`src/rtl/game_stats_pkg.sv`:
```
// Shared game definitions: FSM state encoding and default parameter values.
package game_stats_pkg;

    typedef enum logic [1:0] {
        ST_PLAY    = 2'd0,
        ST_RESPAWN = 2'd1,
        ST_OVER    = 2'd2,
        ST_WIN     = 2'd3
    } game_state_t;

    localparam int DEF_CLK_HZ      = 100_000_000;
    localparam int DEF_LIVES_MAX   = 3;
    localparam int DEF_SCORE_W     = 14;
    localparam int DEF_SCORE_MAX   = 9999;
    localparam int DEF_TIME_W      = 9;
    localparam int DEF_TIME_START  = 300;
    localparam int DEF_COIN_PTS    = 10;
    localparam int DEF_BONUS_PTS   = 5;
    localparam int DEF_TALLY_DIV   = 1_000_000;
    localparam int DEF_RESPAWN_CYC = 50_000_000;

endpackage

```
`src/rtl/game_stats_tick_gen.sv`:
```
// Divider counting 0..DIV-1 while enabled; tick is high on the last count of each period.
module tick_gen
    import game_stats_pkg::*;
#(
    parameter int DIV = 1000
) (
    input  logic clk,
    input  logic rst_n,
    input  logic clr,
    input  logic en,
    output logic tick
);

    localparam int CW = (DIV > 1) ? $clog2(DIV) : 1;

    logic [CW-1:0] cnt;

    assign tick = en && !clr && (cnt == CW'(DIV - 1));

    always_ff @(posedge clk or negedge rst_n) begin
        if (!rst_n) begin
            cnt <= '0;
        end else if (clr) begin
            cnt <= '0;
        end else if (en) begin
            cnt <= tick ? '0 : cnt + CW'(1);
        end
    end

endmodule

```
`src/rtl/game_stats.sv`:
```
// Score, game-time and lives bookkeeping for one player, driven by level event inputs.
//   state      | meaning
//   ST_PLAY    | game running: coins score, 1 s ticks count g_time down
//   ST_RESPAWN | life lost, respawn held high for RESPAWN_CYC cycles
//   ST_OVER    | no lives left, everything frozen
//   ST_WIN     | goal reached, remaining seconds tallied into score
module game_stats
    import game_stats_pkg::*;
#(
    parameter int CLK_HZ      = DEF_CLK_HZ,
    parameter int LIVES_MAX   = DEF_LIVES_MAX,
    parameter int SCORE_W     = DEF_SCORE_W,
    parameter int SCORE_MAX   = DEF_SCORE_MAX,
    parameter int TIME_W      = DEF_TIME_W,
    parameter int TIME_START  = DEF_TIME_START,
    parameter int COIN_PTS    = DEF_COIN_PTS,
    parameter int BONUS_PTS   = DEF_BONUS_PTS,
    parameter int TALLY_DIV   = DEF_TALLY_DIV,
    parameter int RESPAWN_CYC = DEF_RESPAWN_CYC
) (
    input  logic                               clk,
    input  logic                               main_rst,
    input  logic                               coin_det,
    input  logic                               outbounds,
    input  logic                               game_win,
    input  logic                               restart,
    output logic [SCORE_W-1:0]                 score,
    output logic [TIME_W-1:0]                  g_time,
    output logic [$clog2(LIVES_MAX+1)-1:0]     lives,
    output logic [LIVES_MAX-1:0]               lives_led,
    output logic [1:0]                         state,
    output logic                               respawn
);

    localparam int LW = $clog2(LIVES_MAX + 1);

    game_state_t st_q, st_d;
    logic [SCORE_W-1:0]   score_d;
    logic [TIME_W-1:0]    g_time_d;
    logic [LW-1:0]        lives_d;
    logic [LIVES_MAX-1:0] lives_led_d;
    logic [SCORE_W:0]     coin_sum, bonus_sum;

    logic coin_q, out_q, win_q, restart_q;
    logic coin_edge, out_edge, win_edge, restart_edge;
    logic sec_tick, tally_tick, resp_tick, timeout;

    assign coin_edge    = coin_det  & ~coin_q;
    assign out_edge     = outbounds & ~out_q;
    assign win_edge     = game_win  & ~win_q;
    assign restart_edge = restart   & ~restart_q;

    tick_gen #(.DIV(CLK_HZ)) u_sec (
        .clk(clk), .rst_n(main_rst),
        .clr(st_q != ST_PLAY || restart_edge),
        .en(st_q == ST_PLAY),
        .tick(sec_tick)
    );

    // Tally stops counting once g_time is exhausted so WIN holds cleanly.
    tick_gen #(.DIV(TALLY_DIV)) u_tally (
        .clk(clk), .rst_n(main_rst),
        .clr(st_q != ST_WIN || restart_edge),
        .en(st_q == ST_WIN && g_time != '0),
        .tick(tally_tick)
    );

    tick_gen #(.DIV(RESPAWN_CYC)) u_resp (
        .clk(clk), .rst_n(main_rst),
        .clr(st_q != ST_RESPAWN || restart_edge),
        .en(st_q == ST_RESPAWN),
        .tick(resp_tick)
    );

    assign coin_sum  = {1'b0, score} + (SCORE_W+1)'(COIN_PTS);
    assign bonus_sum = {1'b0, score} + (SCORE_W+1)'(BONUS_PTS);
    assign timeout   = sec_tick && (g_time == TIME_W'(1));

    always_comb begin
        st_d     = st_q;
        score_d  = score;
        g_time_d = g_time;
        lives_d  = lives;
        case (st_q)
            ST_PLAY: begin
                if (coin_edge)
                    score_d = (coin_sum > (SCORE_W+1)'(SCORE_MAX)) ? SCORE_W'(SCORE_MAX)
                                                                   : coin_sum[SCORE_W-1:0];
                if (sec_tick && g_time != '0)
                    g_time_d = g_time - TIME_W'(1);
                if (win_edge) begin
                    st_d = ST_WIN;
                end else if (out_edge || timeout) begin
                    if (lives > LW'(1)) begin
                        lives_d = lives - LW'(1);
                        st_d    = ST_RESPAWN;
                    end else begin
                        lives_d = '0;
                        st_d    = ST_OVER;
                    end
                end
            end
            ST_RESPAWN: begin
                if (resp_tick) begin
                    st_d     = ST_PLAY;
                    g_time_d = TIME_W'(TIME_START);
                end
            end
            ST_WIN: begin
                if (tally_tick) begin
                    score_d  = (bonus_sum > (SCORE_W+1)'(SCORE_MAX)) ? SCORE_W'(SCORE_MAX)
                                                                     : bonus_sum[SCORE_W-1:0];
                    g_time_d = g_time - TIME_W'(1);
                end
            end
            default: ;
        endcase
        if (restart_edge) begin
            st_d     = ST_PLAY;
            score_d  = '0;
            g_time_d = TIME_W'(TIME_START);
            lives_d  = LW'(LIVES_MAX);
        end
    end

    always_comb begin
        lives_led_d = '0;
        for (int i = 0; i < LIVES_MAX; i++)
            lives_led_d[i] = (int'(lives_d) > i);
    end

    always_ff @(posedge clk or negedge main_rst) begin
        if (!main_rst) begin
            st_q      <= ST_PLAY;
            score     <= '0;
            g_time    <= TIME_W'(TIME_START);
            lives     <= LW'(LIVES_MAX);
            lives_led <= '1;
            respawn   <= 1'b0;
            coin_q    <= 1'b0;
            out_q     <= 1'b0;
            win_q     <= 1'b0;
            restart_q <= 1'b0;
        end else begin
            st_q      <= st_d;
            score     <= score_d;
            g_time    <= g_time_d;
            lives     <= lives_d;
            lives_led <= lives_led_d;
            respawn   <= (st_d == ST_RESPAWN);
            coin_q    <= coin_det;
            out_q     <= outbounds;
            win_q     <= game_win;
            restart_q <= restart;
        end
    end

    assign state = st_q;

endmodule

```
`config.mk`:
```
export PLATFORM = sky130hd
export DESIGN_NAME = game_stats
export DESIGN_NICKNAME = d
export VERILOG_FILES = /design/src/rtl/game_stats_pkg.sv /design/src/rtl/game_stats_tick_gen.sv /design/src/rtl/game_stats.sv
export SDC_FILE = /design/constraint.sdc
export NUM_CORES = 1
export LEC_CHECK = 0
export BUFFER_PORTS_ARGS = -buffer_cell sky130_fd_sc_hd__buf_2
export CORE_MARGIN = 2
export CORE_UTILIZATION = 55
export CTS_BUF_LIST = sky130_fd_sc_hd__clkbuf_8 sky130_fd_sc_hd__clkbuf_16
export DETAILED_ROUTE_END_ITERATION = 10
export PLACE_DENSITY = 0.73
export SETUP_SLACK_MARGIN = 0.3
export SKIP_CTS_REPAIR_TIMING = 1
export SYNTH_ARGS = -nofsm -noshare
export SYNTH_HDL_FRONTEND = slang
export SYNTH_SLANG_ARGS = --single-unit
export TNS_END_PERCENT = 20
```
`constraint.sdc`:
```
create_clock -name clk -period 7.8 [get_ports clk]
set_input_delay 0.78 -clock clk [delete_from_list [all_inputs] [get_ports clk]]
set_output_delay 0.78 -clock clk [all_outputs]
set_load 0.01 [all_outputs]
```
==> impl_metrics.yaml <==
logic_synthesis:
  synth_top_area_share_pct: 40.0
  syn_inst: 695
  ys_warn_count: 0
  async_reset_ff_share_pct: 100
  synth_cell_type_count: 65
  ys.flop_type: "dfrtp_1"
  ys_ff_latch: 108
  synth.yosys.seq_area_share_pct: 43.8
  synth_edf_count: 0
  yosysTopAreaCell: "dfrtp_1"
  synthTopCellsByArea: "dfrtp_1, xor2_1, nor2_1"
  syn_nets: 713
  avgSynthCellArea_um2: 8.92
  syn_area_um2: 6200
timing:
  maxSlewViolCount: 0
  worst_slew_pin_slew_ns: 0.978
  relSlewSlack_pct: 34.1
  period_minus_slack_ns: 3.67
  fin_setup_tns_ns: 0
  rsz0062_at_grt: "false"
  fin_crit_sh_pct: 47.1
  hold_slack_ns: 0.363
  hold_viol: 0
  max_freq_ghz: 0.272
  setup_viol: 0
  fin_skew_ns: 0.00700
pwr:
  pwr-share-comb_pct: 29.3
  p_leak_nw: 2.80
  switchingPower_uw: 689
  swShare_pct: 37.6
  ir_drop_mv: 0.180
  power_density_nw_per_um2: 270
  power_frac_seq_pct: 41.4
  p_int_mw: 1.14
  p_total_mw: 1.83
  p_clk_share_pct: 29.3
global_routing:
  grt_pass1_wl_um: 23400
  grt_max_degree: 75
  grt_overflow: 0
  first_global_vias: 4845
  antenna_found_initial: 0
  track_usage_pct: 24.7
critical_path:
  crit_path_end_kind: "flip-flop"
  critPathKind: "input pin to flip-flop"
  crit_fanout: 23
  r2r_cells: 8
  critPathArrivalTime_ns: 3.94
  r2r_slack_ns: 4.15
  required_ns: 8.07
  crit_start: "restart"
  r2r-start: "u_sec.cnt[10]$_DFFE_PN0P_"
  startpoint_type: "input pin"
place:
  dp_hpwl_um: 9680
  place_congestion: 0.901
  port_buffers: 36
cts:
  cts_made_buffers: 9
  cts_tree: "built"
  clock-sinks: 108
  htree_levels: 3
  insertion_delay_ns: 0.36
  clk_pin_slew_worst_paths_ns: 0.07
  clk_path_buf_depth: 2
  clockRootBuffer: "clkbuf_16"
cells_and_area:
  antennaDiodeCount: 0
  area_delta_synth_final_pct: 9.65
  drive_above_1_share_pct: 11.3
  utilization_pct: 62.2
  fin_nets: 732
floorplan:
  fp.dieW_um: 110
  coreArea_um2: 10900
  dieArea_um2: 12100
  start_util_pct: 56.7
  row_count: 38
  ioPinCount: 37
  die_h_um: 110
run:
  cap_violations: 0
routing:
  post_drt_wl_per_cell_um: 16.1
  first_pass_iters: 5
  wl_um: 13900
  ant_nets: 0
  drtIter0Drc: 375
  vias: 5156
  drcViolationCount: 0
  avgViaCountPerCell: 6.00
status:
  outcome: "finished, final reports clean"
min_path:
  min_path_type: "input pin to async pin"
## sequential cells by signal, summed over array words and instances (netlist names)
| signal | flops |
|---|---|
| win_q | 1 |
| u_resp.cnt | 26 |
| restart_q | 1 |
| u_tally.cnt | 20 |
| u_sec.cnt | 27 |
| lives | 2 |
| respawn | 1 |
| lives_led | 3 |
| state | 2 |
| coin_q | 1 |
| out_q | 1 |
| g_time | 9 |
| score | 14 |
## cells in the final DEF, fill, tap and decap left out, types with 3 or more instances in the layout
| cell | n |
|---|---|
| or4_1 | 7 |
| o31ai_1 | 12 |
| buf_2 | 35 |
| clkbuf_16 | 9 |
| o21ai_1 | 5 |
| nor4_1 | 7 |
| a31oi_1 | 4 |
| nor2_1 | 100 |
| nand2b_1 | 5 |
| buf_4 | 4 |
| o211ai_1 | 9 |
| nor3b_1 | 4 |
| dfstp_2 | 9 |
| a32oi_1 | 3 |
| o21ai_0 | 33 |
| nor3_1 | 15 |
| a21o_1 | 6 |
| a21oi_2 | 3 |
| o21a_1 | 4 |
| nor4bb_1 | 4 |
| a211oi_1 | 3 |
| nand4_1 | 18 |
| nand3_1 | 36 |
| xnor2_1 | 19 |
| bufinv_16 | 3 |
| o22a_1 | 5 |
| nor2b_1 | 6 |
| a21oi_1 | 22 |
| nand4b_1 | 4 |
| a211o_1 | 4 |
| and3_1 | 18 |
| xor2_1 | 44 |
| nand2_1 | 64 |
| and2_1 | 12 |
| nor4b_1 | 3 |
| ha_1 | 12 |
| or3_1 | 14 |
| inv_1 | 20 |
| or2_2 | 5 |
| dfrtp_1 | 99 |
## kinds of logic after synthesis
family                   Yosys count  synth area share, %
XOR/XNOR                          64                 9.16
buffers and inverters             50                 3.25
AND/OR/NAND/NOR                  333                 27.6
AO/OA/AOI/OAI                    127                 13.6
flip-flops                       108                 43.8
adder cells (fa/ha/maj)           13                 2.58
## through the flow
step                      area (µm²)  instances  setup WS, ns
after global placement          6450        843          3.95
after detailed placement        6450        843          3.79
after global routing            6800        859          3.68
after CTS                       6800        859          4.16
final                           6800        859          4.13
after floorplan                 6200        695          4.87
## worst max-delay path, stage by stage
cell and delay, ns:
buf_2 0.09, nor2b_1 0.58, nor2_1 0.37, o21ai_1 0.29, and2_1 0.61, o21ai_1 0.15
buf_4 0.26, or4_1 0.43, a211o_1 0.27, o211ai_1 0.10
## per-layer routing
layer / track usage (%) / vias to the layer above / share of wire, %
met1: 33.1 / 2548 / 46
li1: - / 2488 / -
met5: 0 / - / 0
met4: 7.32 / 0 / 1.7
met3: 6.64 / 18 / 4.1
met2: 39.6 / 102 / 48
## final cells by class
| type | instances | area (µm²) |
|---|---|---|
| Inverter | 19 | 71.3 |
| Fill cell | 969 | 4140 |
| Sequential cell | 108 | 2710 |
| Timing Repair Buffer | 39 | 205 |
| Clock buffer | 9 | 225 |
| Tap cell | 140 | 175 |
| Clock inverter | 7 | 123 |
| Multi-Input combinational cell | 537 | 3280 |
## power groups by stage
stage	combinational, mW	sequential, mW	clock [mW]
2_1_floorplan	0.407	0.717	0
3_3_place_gp	0.519	0.762	0
3_5_place_dp	0.528	0.769	0
4_1_cts	0.531	0.757	0.553
5_1_grt	0.600	0.774	0.573
6_report	0.537	0.759	0.538
## final timing paths
kind	endpoint
max	score[6]$_DFFE_PN0P_
max reg2reg	g_time[5]$_DFFE_PN1P_
min reg2reg	u_resp.cnt[0]$_DFFE_PN0P_
min	score[6]$_DFFE_PN0P_
min in group clk	u_resp.cnt[0]$_DFFE_PN0P_
max in group asynchronous	u_resp.cnt[15]$_DFFE_PN0P_
## cells in the mapped netlist (9+ instances only)
master	number
nor3_1	15
clkbuf_1	18
nand3_1	36
ha_1	12
xor2_1	44
and2_1	12
nand2_1	64
nand4_1	18
o21ai_0	34
inv_1	19
xnor2_1	19
a21oi_1	22
nor2_1	100
o31ai_1	12
dfstp_2	9
or3_1	14
o211ai_1	9
and3_1	18
dfrtp_1	99
Power figures use the tool's default switching activity.
